[config.mk]
export PLATFORM = sky130hd
export DESIGN_NAME = pipeline_dump_sequencer
export DESIGN_NICKNAME = d
export VERILOG_FILES = /design/src/rtl/pipeline_dump_sequencer_pkg.sv /design/src/rtl/word_serializer.sv /design/src/rtl/pipeline_dump_sequencer.sv
export SDC_FILE = /design/constraint.sdc
export NUM_CORES = 1
export LEC_CHECK = 0
export ABC_AREA = 1
export CAP_MARGIN = 10
export CORE_AREA = 2 2 94 119
export DETAILED_ROUTE_END_ITERATION = 16
export DIE_AREA = 0 0 96 121
export PLACE_DENSITY_LB_ADDON = 0.2
export SLEW_MARGIN = 10
export SYNTH_ARGS = -nofsm -noshare
export SYNTH_HDL_FRONTEND = slang
export SYNTH_SLANG_ARGS = --single-unit
[constraint.sdc]
create_clock -name clk -period 5.13 [get_ports clk]
set_input_delay 1.539 -clock clk [delete_from_list [all_inputs] [get_ports clk]]
set_output_delay 1.539 -clock clk [all_outputs]
set_load 0.01 [all_outputs]
[src/rtl/pipeline_dump_sequencer_pkg.sv]
// Shared types, sizes and helpers for the pipeline run/step and state-dump sequencer.
package pipeline_dump_sequencer_pkg;

    localparam int unsigned DEF_LATCH_WORDS = 21;
    localparam int unsigned DEF_REG_WORDS   = 32;
    localparam int unsigned DEF_MEM_WORDS   = 32;

    localparam int unsigned WORD_W      = 32;
    localparam int unsigned BYTE_W      = 8;
    localparam int unsigned LATCH_SEL_W = 7;
    localparam int unsigned INDEX_W     = 7;
    localparam int unsigned STATE_W     = 3;

    localparam logic [STATE_W-1:0] ST_IDLE = 3'd0;
    localparam logic [STATE_W-1:0] ST_RUN  = 3'd1;
    localparam logic [STATE_W-1:0] ST_STEP = 3'd2;
    localparam logic [STATE_W-1:0] ST_ADDR = 3'd3;
    localparam logic [STATE_W-1:0] ST_WAIT = 3'd4;
    localparam logic [STATE_W-1:0] ST_SEND = 3'd5;
    localparam logic [STATE_W-1:0] ST_ACK  = 3'd6;
    localparam logic [STATE_W-1:0] ST_DONE = 3'd7;

    // Dump phases, walked in declaration order.
    typedef enum logic [1:0] {
        PH_PC    = 2'd0,
        PH_LATCH = 2'd1,
        PH_REG   = 2'd2,
        PH_MEM   = 2'd3
    } phase_t;

    // Total bytes sent by one complete dump (PC word plus all source words, 4 bytes each).
    function automatic int unsigned dumpBytes(input int unsigned latchWords,
                                              input int unsigned regWords,
                                              input int unsigned memWords);
        return 4 * (1 + latchWords + regWords + memWords);
    endfunction

endpackage

[src/rtl/word_serializer.sv]
// Serializes one 32-bit word as four MSB-first bytes over the UART byte handshake.
module word_serializer
    import pipeline_dump_sequencer_pkg::*;
(
    input  logic              clk,
    input  logic              rst,
    input  logic              load,
    input  logic [WORD_W-1:0] loadWord,
    input  logic              send,
    input  logic              ackEn,
    input  logic              txDone,
    output logic              txStart,
    output logic [BYTE_W-1:0] txData,
    output logic              byteDone_c,
    output logic              wordDone_c
);

    logic [WORD_W-1:0] shiftWord;
    logic [1:0]        byteCnt;

    // tx_done only counts while the controller is waiting for an acknowledge.
    assign byteDone_c = ackEn & txDone;
    assign wordDone_c = byteDone_c & (byteCnt == 2'd3);

    // Shift register, byte counter and registered transmit handshake.
    always_ff @(posedge clk or posedge rst) begin
        if (rst) begin
            shiftWord <= '0;
            byteCnt   <= '0;
            txStart   <= 1'b0;
            txData    <= '0;
        end else begin
            txStart <= send;
            if (send) begin
                txData <= shiftWord[WORD_W-1 -: BYTE_W];
            end
            if (load) begin
                shiftWord <= loadWord;
                byteCnt   <= '0;
            end else if (byteDone_c) begin
                shiftWord <= {shiftWord[WORD_W-BYTE_W-1:0], BYTE_W'(0)};
                byteCnt   <= byteCnt + 2'd1;
            end
        end
    end

endmodule

[src/rtl/pipeline_dump_sequencer.sv]
// Run/step controller for the five-stage pipeline plus post-halt debug state dump over UART.
module pipeline_dump_sequencer
    import pipeline_dump_sequencer_pkg::*;
#(
    parameter int unsigned LATCH_WORDS = DEF_LATCH_WORDS,
    parameter int unsigned REG_WORDS   = DEF_REG_WORDS,
    parameter int unsigned MEM_WORDS   = DEF_MEM_WORDS
) (
    input  logic                   clk,
    input  logic                   rst,
    input  logic                   cmd_run,
    input  logic                   cmd_step,
    input  logic                   halt_req,
    input  logic [WORD_W-1:0]      pc_in,
    input  logic [WORD_W-1:0]      latch_data,
    input  logic [WORD_W-1:0]      fr_data,
    input  logic [WORD_W-1:0]      mem_data,
    input  logic                   tx_done,
    output logic                   stop_pc,
    output logic                   debug_on,
    output logic [LATCH_SEL_W-1:0] latch_sel,
    output logic [WORD_W-1:0]      debug_addr,
    output logic                   tx_start,
    output logic [BYTE_W-1:0]      tx_data,
    output logic                   busy,
    output logic                   dump_done
);

    localparam logic [INDEX_W-1:0] LATCH_LAST = INDEX_W'(LATCH_WORDS - 1);
    localparam logic [INDEX_W-1:0] REG_LAST   = INDEX_W'(REG_WORDS - 1);
    localparam logic [INDEX_W-1:0] MEM_LAST   = INDEX_W'(MEM_WORDS - 1);

    logic [STATE_W-1:0]     state, stateNext;
    phase_t                 phase, phaseNext;
    logic [INDEX_W-1:0]     index, indexNext;
    logic [LATCH_SEL_W-1:0] latchSelNext;
    logic [WORD_W-1:0]      debugAddrNext;
    logic                   stopPcNext, debugOnNext, busyNext, dumpDoneNext;
    logic                   serLoad, serSend, ackEn;
    logic [WORD_W-1:0]      captureWord;
    logic                   byteDone, wordDone;

    // True when idx is the final word of the given phase.
    function automatic logic isLastIndex(input phase_t ph, input logic [INDEX_W-1:0] idx);
        case (ph)
            PH_PC:    return idx == '0;
            PH_LATCH: return idx == LATCH_LAST;
            PH_REG:   return idx == REG_LAST;
            PH_MEM:   return idx == MEM_LAST;
            default:  return 1'b1;
        endcase
    endfunction

    assign ackEn = (state == ST_ACK);

    // Next-state, dump cursor and next registered output values.
    always_comb begin
        stateNext     = state;
        phaseNext     = phase;
        indexNext     = index;
        latchSelNext  = latch_sel;
        debugAddrNext = debug_addr;
        serLoad       = 1'b0;
        serSend       = 1'b0;

        case (state)
            ST_IDLE: begin
                if (cmd_step) begin
                    stateNext = ST_STEP;
                end else if (cmd_run) begin
                    stateNext = ST_RUN;
                end
            end
            ST_RUN: begin
                if (halt_req) begin
                    stateNext = ST_ADDR;
                    phaseNext = PH_PC;
                    indexNext = '0;
                end
            end
            ST_STEP: begin
                stateNext = ST_ADDR;
                phaseNext = PH_PC;
                indexNext = '0;
            end
            ST_ADDR: stateNext = ST_WAIT;
            ST_WAIT: begin
                serLoad   = 1'b1;
                stateNext = ST_SEND;
            end
            ST_SEND: begin
                serSend   = 1'b1;
                stateNext = ST_ACK;
            end
            ST_ACK: begin
                if (wordDone) begin
                    if (!isLastIndex(phase, index)) begin
                        indexNext = index + INDEX_W'(1);
                        stateNext = ST_ADDR;
                    end else if (phase == PH_MEM) begin
                        stateNext = ST_DONE;
                    end else begin
                        phaseNext = phase_t'(phase + 2'd1);
                        indexNext = '0;
                        stateNext = ST_ADDR;
                    end
                end else if (byteDone) begin
                    stateNext = ST_SEND;
                end
            end
            ST_DONE: stateNext = ST_IDLE;
            default: stateNext = ST_IDLE;
        endcase

        // Source address is valid for the whole ADDR cycle so the registered read lands in WAIT.
        if (stateNext == ST_ADDR) begin
            case (phaseNext)
                PH_LATCH:       latchSelNext  = LATCH_SEL_W'(indexNext);
                PH_REG, PH_MEM: debugAddrNext = WORD_W'(indexNext);
                default: ;
            endcase
        end

        stopPcNext   = !((stateNext == ST_RUN) || (stateNext == ST_STEP));
        debugOnNext  = stateNext inside {ST_ADDR, ST_WAIT, ST_SEND, ST_ACK};
        busyNext     = (stateNext != ST_IDLE);
        dumpDoneNext = (stateNext == ST_DONE);
    end

    // Capture mux for the word being dumped.
    always_comb begin
        case (phase)
            PH_PC:    captureWord = pc_in;
            PH_LATCH: captureWord = latch_data;
            PH_REG:   captureWord = fr_data;
            PH_MEM:   captureWord = mem_data;
            default:  captureWord = pc_in;
        endcase
    end

    // State, dump cursor and registered outputs.
    always_ff @(posedge clk or posedge rst) begin
        if (rst) begin
            state      <= ST_IDLE;
            phase      <= PH_PC;
            index      <= '0;
            stop_pc    <= 1'b1;
            debug_on   <= 1'b0;
            latch_sel  <= '0;
            debug_addr <= '0;
            busy       <= 1'b0;
            dump_done  <= 1'b0;
        end else begin
            state      <= stateNext;
            phase      <= phaseNext;
            index      <= indexNext;
            stop_pc    <= stopPcNext;
            debug_on   <= debugOnNext;
            latch_sel  <= latchSelNext;
            debug_addr <= debugAddrNext;
            busy       <= busyNext;
            dump_done  <= dumpDoneNext;
        end
    end

    word_serializer uSerializer (
        .clk        (clk),
        .rst        (rst),
        .load       (serLoad),
        .loadWord   (captureWord),
        .send       (serSend),
        .ackEn      (ackEn),
        .txDone     (tx_done),
        .txStart    (tx_start),
        .txData     (tx_data),
        .byteDone_c (byteDone),
        .wordDone_c (wordDone)
    );

endmodule

==> After elaboration in Yosys (flattened, before gate mapping) <==
Cells that the tools add are included.
{ "totals": {"register_bits": 73, "input_bits": 134, "word_cells": 81} }
{ "op_classes": {"bitwise_logic": 2, "n_eq_ne": 23, "n_reduce_logical": 12, "muxes": 28, "addsub": 3} }
{ "op_table": {"columns": ["op", "count"], "rows": [
  ["32-bit case mux with 4 select lines", 1],
  ["32-bit 2-to-1 mux", 2],
  ["7-bit 2-to-1 mux", 4],
  ["3-bit equality test, second input constant", 8],
  ["3-bit case mux with 8 select lines", 1],
  ["3-bit 2-to-1 mux", 7],
  ["7-bit case mux with 3 select lines", 1],
  ["7-bit by 5-bit equality test with 1-bit output, second input constant", 2],
  ["3-bit by 2-bit equality test with 1-bit output, second input constant", 4],
  ["2-bit 2-to-1 mux", 6],
  ["2-bit equality test, second input constant", 5],
  ["7-bit by 1-bit adder with 7-bit output, second input constant", 1],
  ["7-bit logical NOT", 1],
  ["3-bit by 1-bit equality test with 1-bit output, second input constant", 2],
  ["2-bit case mux with 3 select lines", 1],
  ["2-bit by 1-bit adder with 2-bit output, second input constant", 2],
  ["2-bit by 1-bit equality test with 1-bit output, second input constant", 2],
  ["1-bit 2-to-1 mux", 4],
  ["2-bit AND reduction", 2],
  ["4-bit nonzero test", 1],
  ["2-bit OR reduction", 2],
  ["3-bit logical NOT", 1],
  ["1-bit case mux with 3 select lines", 1],
  ["3-bit nonzero test", 1],
  ["other kinds (5)", 6]
]} }

==> Logic depth before layout (Yosys ltp) <==
Gate-level depths: netlist (run 1).
{ "logic_depth": {"depth_word": 11, "mapped_depth": 15, "depth_no_buf": 15} }

==> By module <==
From an unflattened synthesis (run 1), not the netlist that was laid out.
{ "unflattened": {"cells_unflattened": 690, "area_unflattened_um2": 4708.3} }
{ "modules_own_cells": {"columns": ["mod", "n_inst", "cells_each", "seq_area_each_um2", "area_each_um2"], "rows": [
  ["pipeline_dump_sequencer", 1, 432, 752.0, 2661.3],
  ["word_serializer", 1, 258, 1076.0, 2047.0]
]} }

==> Least setup slack after synthesis (run 1) <==
No wires, ideal clock.
{ "synth_path": {"path_type": "input to register", "start": "in halt_req", "end": "reg debug_addr[2]", "setup_time_ps": 116, "setup_slack_ps": 2586, "required_time_ps": 5014, "n_path_buf": 0, "path_stages": 10, "arrival_time_ps": 2428, "path_cell_list": "nand3b_1 > nand2_1 > nor2_2 > nor2_1 > nor2_2 > clkinv_2 > nand2_4 > inv_2 > nand2_1 > nand2_1"} }
{ "synth_between": {"elab_chain_len": 5, "elab_cells_between_ends": 11, "cone_classes": "3 x eq/ne; 6 x mux; 2 x reduce/logical"} }
{ "synth_rtl": {"columns": ["item", "line_no", "rtl"], "rows": [
  ["start: declaration", "pipeline_dump_sequencer.sv:13", "input logic halt_req,"],
  ["2-bit 2-to-1 mux (*)", "pipeline_dump_sequencer.sv:75", "if (halt_req) begin"],
  ["2-bit case mux with 3 select lines (*)", "pipeline_dump_sequencer.sv:66", "case (state)"],
  ["net phaseNext[1]", "pipeline_dump_sequencer.sv:34", "phase_t phase, phaseNext;"],
  ["2-bit equality test", "pipeline_dump_sequencer.sv:117", "case (phaseNext)"],
  ["2-bit OR reduction (*)", "pipeline_dump_sequencer.sv:117", null],
  ["2-bit AND reduction (no line) (*)", null, null],
  ["end signal: assignment", "pipeline_dump_sequencer.sv:160", "debug_addr <= debugAddrNext;"],
  ["end: declaration", "pipeline_dump_sequencer.sv:22", "output logic [WORD_W-1:0] debug_addr,"]
]} }
The timed path passes the listed nets; every way through them passes the cells marked *.
A chain may end at the register's enable or synchronous reset.

==> Worst setup path in the final report (run 1) <==
{ "layout_path": {"start": "in tx_done", "end": "reg uSerializer.shiftWord[18]"} }
{ "layout_between": {"elab_chain_len": 2} }
{ "layout_rtl": {"columns": ["item", "line_no", "rtl"], "rows": [
  ["start: declaration", "pipeline_dump_sequencer.sv:18", "input logic tx_done,"],
  ["1-bit bitwise AND", "word_serializer.sv:22", "assign byteDone_c = ackEn & txDone;"],
  ["2-bit nonzero test (no line)", null, null],
  ["end signal: assignment", "word_serializer.sv:38", "shiftWord <= loadWord;"],
  ["end signal: assignment", "word_serializer.sv:41", "shiftWord <= {shiftWord[WORD_W-BYTE_W-1:0], BYTE_W'(0)};"],
  ["end: declaration", "word_serializer.sv:18", "logic [WORD_W-1:0] shiftWord;"]
]} }
No other way between the ends.

==> results.sh, run 1 <==
export IMPL_viasPerCell=5.11
export IMPL_grt_pass1_wl_microns=19700
export IMPL_cts_tree="yes"
export IMPL_initial_utilization_pct=39.2
export IMPL_post_route_period_util_pct=72.7
export IMPL_drc_errors=0
export IMPL_worstSkewPairLatency_ps=330
export IMPL_syn_to_final_growth_pct=46.2
export IMPL_hp_class="register to register"
export IMPL_wl_microns=12600
export IMPL_synth_compound_area_share_pct=19.1
export IMPL_fmax_mhz=268
export IMPL_finalHoldViolCount=0
export IMPL_cts_root_buf="clkbuf_16"
export IMPL_globalRouteOverflowTotal=0
export IMPL_rows=42
export IMPL_synth_top_family_by_area="simple AND/OR/NAND/NOR gates"
export IMPL_grt_max_degree=49
export IMPL_worstSetupEndpointType="register"
export IMPL_dp_slack_ps=1120
export IMPL_drt_pass1_iter_count=4
export IMPL_antenna_found_initial=0
export IMPL_routabilityCongestion=0.891
export IMPL_ant_nets=0
export IMPL_cap_violations=0
export IMPL_startpoint_type="input port"
export IMPL_synth_xor_area_share_pct=0.427
export IMPL_syn_area_per_cell_sq_um=8.06
export IMPL_p_leak_uw=0.00262
export IMPL_setup_ws_ps=1400
export IMPL_cp_endpoint="uSerializer.shiftWord[18]$_DFFE_PP0P_"
export IMPL_drive_gt1_share_pct=6.77
export IMPL_relSlewSlack_pct=30.4
export IMPL_port_buffers=160
export IMPL_grt_total_usage_pct=22.4
export IMPL_dp_hpwl_microns=9720
export IMPL_rsz0062_at_grt="false"
export IMPL_outcome="finished clean"
export IMPL_crit_fanout=28
export IMPL_fp_dieW_microns=96
export IMPL_critPathLaunch="tx_done"
export IMPL_clockBufferDepth=2
export IMPL_dpl_cell_area_sq_mm=0.00571
export IMPL_cts_buffers=9
export IMPL_cts_sinks=73
export IMPL_yosysWarnings=0
export IMPL_p_per_area_mw_per_mm2=415
export IMPL_rr_startpoint="state[0]$_DFF_PP0_"
export IMPL_hold_start="uSerializer.txData[2]$_DFFE_PP0P_"
export IMPL_diodes=0
export IMPL_synth_simple_area_share_pct=24.6
export IMPL_reg2reg_to="uSerializer.shiftWord[18]$_DFFE_PP0P_"
export IMPL_synth_adder_area_share_pct=0.915
export IMPL_grt_pass1_vias=4019
export IMPL_ys_seq_elements=73
export IMPL_post_synth_mux_area_share_pct=0.244
export IMPL_fp_coreArea_sq_mm=0.0105
export IMPL_h_tree_depth=3
export IMPL_drt_iter0_markers=204
export IMPL_post_cts_buffers=0
export IMPL_arrival_ps=3920
export IMPL_r2r_slack_ps=2460
export IMPL_syn_cell_area_sq_mm=0.00410
export IMPL_maxSlewViolCount=0
export IMPL_clk_pin_slew_ps=60
export IMPL_wl_per_cell_microns=15.8
export IMPL_vias=4069
export IMPL_worstMarginPinSlew_ps=1040
export IMPL_ctsHoldBuffers=0
export IMPL_syn_instance_count=509
export IMPL_die_area_sq_mm=0.0116
export IMPL_critPathRequiredTime_ps=5320
export IMPL_peakVddDrop_uv=157
export IMPL_design_area_sq_mm=0.00600
export IMPL_period_minus_slack_ps=3730
export IMPL_tns_ps=0
export IMPL_ys_seq_area_share_pct=44.6
export IMPL_cts_resized=0
export IMPL_netlist_cell_type_count=39
export IMPL_clock_skew_ps=6.22
export IMPL_io_pins=186
export IMPL_setup_violations=0
export IMPL_worstSetupPathType="input port to register"
export IMPL_final_nets=799
export IMPL_die_h_microns=121
export IMPL_reg2reg_depth=9
[Yosys cell counts]
master | n | share of area [%]
a21oi_1 | 25 | 3.1
a221oi_1 | 13 | 2.8
a22o_1 | 14 | 3.0
a31o_2 | 1 | 0.21
a41oi_1 | 18 | 3.8
buf_2 | 4 | 0.49
buf_4 | 25 | 4.6
buf_6 | 1 | 0.27
clkbuf_1 | 15 | 1.4
clkinv_1 | 1 | 0.091
clkinv_2 | 1 | 0.12
conb_1 | 1 | 0.091
dfrtp_1 | 72 | 44
dfstp_2 | 1 | 0.64
ha_1 | 3 | 0.92
inv_1 | 28 | 2.6
inv_2 | 6 | 0.55
mux2i_1 | 1 | 0.24
nand2_1 | 184 | 17
nand2_2 | 2 | 0.31
nand2_4 | 1 | 0.27
nand2_8 | 1 | 0.49
nand3_1 | 13 | 1.6
nand3_2 | 2 | 0.49
nand3b_1 | 1 | 0.18
nand4_1 | 3 | 0.46
nor2_1 | 15 | 1.4
nor2_2 | 6 | 0.92
nor2_4 | 1 | 0.27
nor2_8 | 2 | 0.98
nor3_1 | 1 | 0.12
o2111ai_2 | 1 | 0.37
o21a_1 | 1 | 0.18
o21ai_0 | 14 | 1.7
o21ai_1 | 4 | 0.49
o22ai_1 | 23 | 3.5
or2_1 | 1 | 0.15
or2_2 | 1 | 0.15
xor2_1 | 2 | 0.43
[area by class of cell]
cell class | instances | area [sq um]
fill | 957 | 4460
multi-input combinational | 379 | 1960
sequential | 73 | 1830
timing repair buffer | 163 | 1620
clock buffer | 11 | 243
tap | 132 | 165
inverter | 36 | 136
clock inverter | 3 | 42.5
[through the flow]
step / instances / hold slack (ps) / utilization [%] / total power, uW
detailed placement: 783 / 465 / 54.6 / 1890
CTS: 797 / 481 / 57.3 / 2500
finish: 797 / 479 / 57.3 / 2490
global placement: 783 / 463 / 54.6 / 1850
global route: 797 / 492 / 57.3 / 2650
floorplan: 533 / 448 / - / 1520
[logic make-up after synthesis]
kind of cell,Yosys count
other,1
AOI/OAI and AO/OA,114
buffers and inverters,81
muxes,1
adders and majority gates,3
xor gates and xnor gates,2
and+or+nand+nor,234
DFF,73
[flip-flops by register name (all words and copies together) (netlist names)]
name	cells
uSerializer.txStart	1
phase	2
uSerializer.byteCnt	2
uSerializer.shiftWord	32
state	3
debug_on	1
uSerializer.txData	8
busy	1
dump_done	1
index	7
latch_sel	7
debug_addr	7
stop_pc	1
[report_power, final]
group          leakage [uW]  total [uW]  internal [uW]  switching (uW)
clock              0.000137         608            383             225
sequential         0.000905         934            787             147
combinational       0.00158         948            432             516
total               0.00262        2490           1600             888
[layer usage]
| layer | GRT usage [%] | wire, microns | vias to the layer above |
|---|---|---|---|
| met3 | 4.35 | 836 | 22 |
| met5 | 0 | 0 | - |
| met2 | 37.8 | 6500 | 180 |
| met1 | 27.7 | 4980 | 1887 |
| li1 | - | - | 1980 |
| met4 | 8.66 | 280 | 0 |
[worst min path at each step]
stage,endpoint,cells after the start
2_1_floorplan,uSerializer.shiftWord[0]$_DFFE_PP0P_,2
3_3_place_gp,debug_addr[4]$_DFFE_PP0P_,2
3_5_place_dp,latch_sel[4]$_DFFE_PP0P_,2
4_1_cts,latch_sel[4]$_DFFE_PP0P_,2
5_1_grt,uSerializer.txData[2]$_DFFE_PP0P_,2
6_report,uSerializer.txData[2]$_DFFE_PP0P_,2
[critical path, cell delays in order]
cell	delay (ps)
clkdlybuf4s50_1	530
nand2_8	250
inv_2	60
nor2_2	360
clkinv_1	680
o22ai_1	410
a41oi_1	90
[cell usage in the layout (no fill, tap or decap), types with 8 or more instances in the layout]
cell type | Yosys | routed
nand3_1 | 13 | 13
a221oi_1 | 13 | 13
a21oi_1 | 25 | 25
conb_1 | 1 | 25
clkdlybuf4s50_1 | 0 | 160
inv_1 | 28 | 27
nand2_1 | 184 | 184
o22ai_1 | 23 | 23
clkbuf_16 | 0 | 9
nor2_1 | 15 | 13
o21ai_0 | 14 | 14
nor2_2 | 6 | 8
a22o_1 | 14 | 14
a41oi_1 | 18 | 18
dfrtp_1 | 72 | 72
(Power assumes the default switching activity.)
==> inputs of run 2 (changes only) <==
CORE_AREA = 2 2 96 122   (was 2 2 94 119)
DIE_AREA = 0 0 98 124   (was 0 0 96 121)
clock period = 3.15 ns   (was 5.13 ns; I/O delays follow)
==> results.sh, run 2 (synthesis gave the netlist of run 1 again) <==
export IMPL_drive_gt1_share_pct=7.46
export IMPL_hp_class="register to register"
export IMPL_drt_pass1_iter_count=4
export IMPL_wl_microns=12500
export IMPL_multi_input_area_sq_mm=0.00196
export IMPL_post_cts_buffers=0
export IMPL_ant_nets=0
export IMPL_h_tree_depth=3
export IMPL_globalRouteOverflowTotal=0
export IMPL_cts_buffers=9
export IMPL_total_power_uw=4090
export IMPL_seq_area_sq_mm=0.00183
export IMPL_critPathRequiredTime_ps=3370
export IMPL_drc_errors=0
export IMPL_p_per_area_mw_per_mm2=675
export IMPL_viasPerCell=5.06
export IMPL_clock_skew_ps=6.17
export IMPL_cap_violations=0
export IMPL_final_common_cell="nand2_1"
export IMPL_fp_dieW_microns=98
export IMPL_die_h_microns=124
export IMPL_final_cell_mix="nand2_1 (184), clkdlybuf4s50_1 (160), dfrtp_1 (72), inv_1 (27)"
export IMPL_fmax_mhz=421
export IMPL_r2r_slack_ps=1060
export IMPL_cts_root_buf="clkbuf_16"
export IMPL_whs_ps=470
export IMPL_grt_pass1_wl_microns=20100
export IMPL_worstSetupEndpointType="register"
export IMPL_finalHoldViolCount=0
export IMPL_clockBufferDepth=2
export IMPL_initial_utilization_pct=37.6
export IMPL_grt_total_usage_pct=21.1
export IMPL_period_minus_slack_ps=2380
export IMPL_clk_pin_slew_ps=50
export IMPL_grt_pass1_vias=4155
export IMPL_cts_resized=0
export IMPL_worstHoldPathCells=2
export IMPL_io_pins=186
export IMPL_worstSkewPairLatency_ps=340
export IMPL_maxSlewViolCount=0
export IMPL_reg2reg_depth=12
export IMPL_dp_hpwl_microns=9700
export IMPL_cts_sinks=73
export IMPL_p_leak_uw=0.00266
export IMPL_startpoint_type="input port"
export IMPL_final_core_util_pct=55.5
export IMPL_largest_reg_flops=32
export IMPL_tns_ps=0
export IMPL_worstMarginPinSlew_ps=838
export IMPL_arrival_ps=2600
export IMPL_peakVddDrop_uv=296
export IMPL_port_buffers=160
export IMPL_outcome="finished clean"
export IMPL_crit_fanout=28
export IMPL_final_nets=804
export IMPL_syn_to_final_growth_pct=47.7
export IMPL_drt_iter0_markers=157
export IMPL_wl_per_cell_microns=15.5
export IMPL_diodes=0
export IMPL_die_area_sq_mm=0.0122
export IMPL_fillers=1012
export IMPL_rsz0062_at_grt="false"
export IMPL_routabilityCongestion=0.878
export IMPL_ctsHoldBuffers=0
export IMPL_vias=4071
export IMPL_largestRegisters="uSerializer.shiftWord (32), uSerializer.txData (8)"
export IMPL_worstSetupPathType="input port to register"
export IMPL_top_register="uSerializer.shiftWord"
export IMPL_antenna_found_initial=0
export IMPL_grt_max_degree=49
export IMPL_post_route_period_util_pct=75.4
export IMPL_cts_tree="yes"
export IMPL_fp_coreArea_sq_mm=0.0109
export IMPL_relSlewSlack_pct=44.1
export IMPL_setup_violations=0
export IMPL_rows=43
## run 2: changes by cell type in the layout (fill, tap and decap cells not counted)
cell,before,now
buf_12,0,1
buf_4,3,7
clkbuf_8,1,2
clkinv_2,2,1
clkinv_4,0,1
clkinvlp_4,1,0
## run 2: worst paths after layout
check,startpoint,endpoint
setup / recovery,tx_done,latch_sel[3]$_DFFE_PP0P_
hold / removal,uSerializer.txData[0]$_DFFE_PP0P_,uSerializer.txData[0]$_DFFE_PP0P_
setup reg to reg,index[0]$_DFF_PP0_,latch_sel[1]$_DFFE_PP0P_
hold reg to reg,uSerializer.txData[0]$_DFFE_PP0P_,uSerializer.txData[0]$_DFFE_PP0P_
max in group asynchronous,rst,stop_pc$_DFF_PP1_
min in group asynchronous,rst,uSerializer.txStart$_DFF_PP0_
## run 2: layout make-up
cell class              instances  share of cell area (%)
multi-input cells             379                    32.3
flip-flops and latches         73                    30.2
repair buffers                168                    27.6
clock buffers                  12                    4.23
well taps                     135                    2.79
inverters                      36                    2.25
clock inverters                 2                   0.640
## run 2: power by group
group	switching [uW]	internal (uW)	total, uW	leakage (uW)
sequential	230	1280	1510	0.000905
clock	365	648	1010	0.000145
combinational	844	724	1570	0.00161
## run 2: through the flow
step,cell area (sq um),cells,setup WS [ps]
floorplan,4190,533,353
global placement,5760,791,423
detailed placement,5760,791,412
CTS,6060,805,770
global route,6060,805,627
finish,6060,805,774
## run 2: worst max-delay path: stages
cell and delay (ps):
clkdlybuf4s50_1 610, nand2_8 180, nor2_8 190, nand2_1 140, nand2_2 150, nand3_2 200
nand2_1 110, nand2_1 60
## run 2: metal layers
layer  vias up  GRT usage [%]  part of all wire [%]
met5         -              0                     0
met4         0           8.42                   2.0
met3        18           5.84                   8.4
met2       168           36.6                    50
met1      1889           24.9                    40
li1       1996              -                     -
==> RTL edit, RTL diff (settings of run 1) <==
Change the package constant `STATE_W` from 3 to 5.
--- a/src/rtl/pipeline_dump_sequencer_pkg.sv
+++ b/src/rtl/pipeline_dump_sequencer_pkg.sv
@@ -9,7 +9,7 @@
     localparam int unsigned BYTE_W      = 8;
     localparam int unsigned LATCH_SEL_W = 7;
     localparam int unsigned INDEX_W     = 7;
-    localparam int unsigned STATE_W     = 3;
+    localparam int unsigned STATE_W     = 5;
 
     localparam logic [STATE_W-1:0] ST_IDLE = 3'd0;
     localparam logic [STATE_W-1:0] ST_RUN  = 3'd1;
Check against the original RTL: same outputs for any inputs over 10 cycles, from zero or initial values and one cycle with rst high; that may be too few to reach the edited logic, so the function may still have changed.
==> RTL edit against run 1 <==
Setup slack improved by 0.29 ns; critical path depth increased by 3; wire length increased by 7.6%; clock skew increased by 0.0029 ns; area after synthesis increased by 12%; via count increased by 9.9%; die area unchanged; design area increased by 8.1%; hold slack improved by 0.0020 ns; sequential cell count increased by 2; register-to-register slack improved by 0.06 ns.
Power is not compared: it rests on default switching activity, and its combinational part moved more than twofold at a synthesized area within 25%.
==> RTL edit: results (changes against run 1) <==
met2 wire length 7050 um (+8.5%); Inverters 42 (+17%); wl on met1 5170 um (+3.8%); worst r2r path cells 11 (+2); Multi-input gate area 2340 um^2 (+20%); status finished clean; Fill cells 939 (-1.9%); Initial DRC Count 242 (+19%); worst min-delay path startpoint uSerializer.shiftWord[17]; CP Max Fanout 25 (-11%); HPWL after DPL 10200 um (+4.4%); Hold EP uSerializer.shiftWord[17]; register area 1880 um^2 (+2.7%); Reg2Reg Capture Point latch_sel[4]; most frequent cells after synthesis nand2_1, dfrtp_1, o21ai_0; gp weighted congestion 0.844 (-5.3%); fraction of area in multi-input gates 0.361 (+0.0345); multi-input gates 436 (+15%); first-pass GRT wire length 21400 um (+8.4%); Synth cell types 45 (+15%); GRT met2 Usage 0.421 (+0.0425); FF-to-FF Start phase[1]; Worst slew margin 0.323 (+0.0190); total global-route track usage 0.237 (+0.0138); layout cells sized above 1 0.107 (+0.0392); final hold slack 0.481 ns (+0.00197 ns); DP Cell Count 847 (+8.2%); Layout clock area frac 0.0489 (+0.00127); Non-clk bufs 162 (-0.61%); Mapped Cells 579 (+14%); wire per inst 15.7 um (-0.49%); final net count 863 (+8.0%); CTS sink cnt 75 (+2.7%); R2R Setup Slk 2.52 ns (+0.06 ns); met3 wire len 1020 um (+22%); vias in the first global route 4486 (+12%); pre-CTS WS 1.37 ns (+0.249 ns); Worst Skew 0.00912 ns (+0.00290 ns); Cell Area, Placed 6160 um^2 (+7.9%); Largest delay share family, worst path simple AND/OR/NAND/NOR gates; top post-synthesis cells by area dfrtp_1, nand2_1, a221oi_1; CP max stage delay 0.47 ns (-0.21 ns); largest net degree at the start of global routing 53 (+8.2%)
-- RTL edit: cell types whose count changed after synthesis, moves of 15 or more --
cell	delta
nand3_1	+15
a41oi_1	-18
a21oi_1	-20
o21ai_0	+17
a221oi_1	+15
o22ai_1	-15
nand2_1	+28
-- RTL edit: kinds of logic after synthesis --
kind of cell / synth area share
simple gates: 0.289
compound gates: 0.165
buf+inv: 0.107
flops: 0.407
mux: 0.0193
fa+ha+maj: 0.00814
xor+xnor: 0.00380
other cells: 0.000813
-- RTL edit: how the worst max path moves through the flow --
stage	startpoint	end	slack [ns]	depth (start not counted)
5_1_grt	tx_done	debug_on	1.52	10
6_report	tx_done	debug_on	1.69	10
2_1_floorplan	rst	busy	1.68	1
3_5_place_dp	tx_done	debug_on	1.37	10
3_3_place_gp	tx_done	debug_on	1.44	10
4_1_cts	tx_done	debug_on	1.70	10
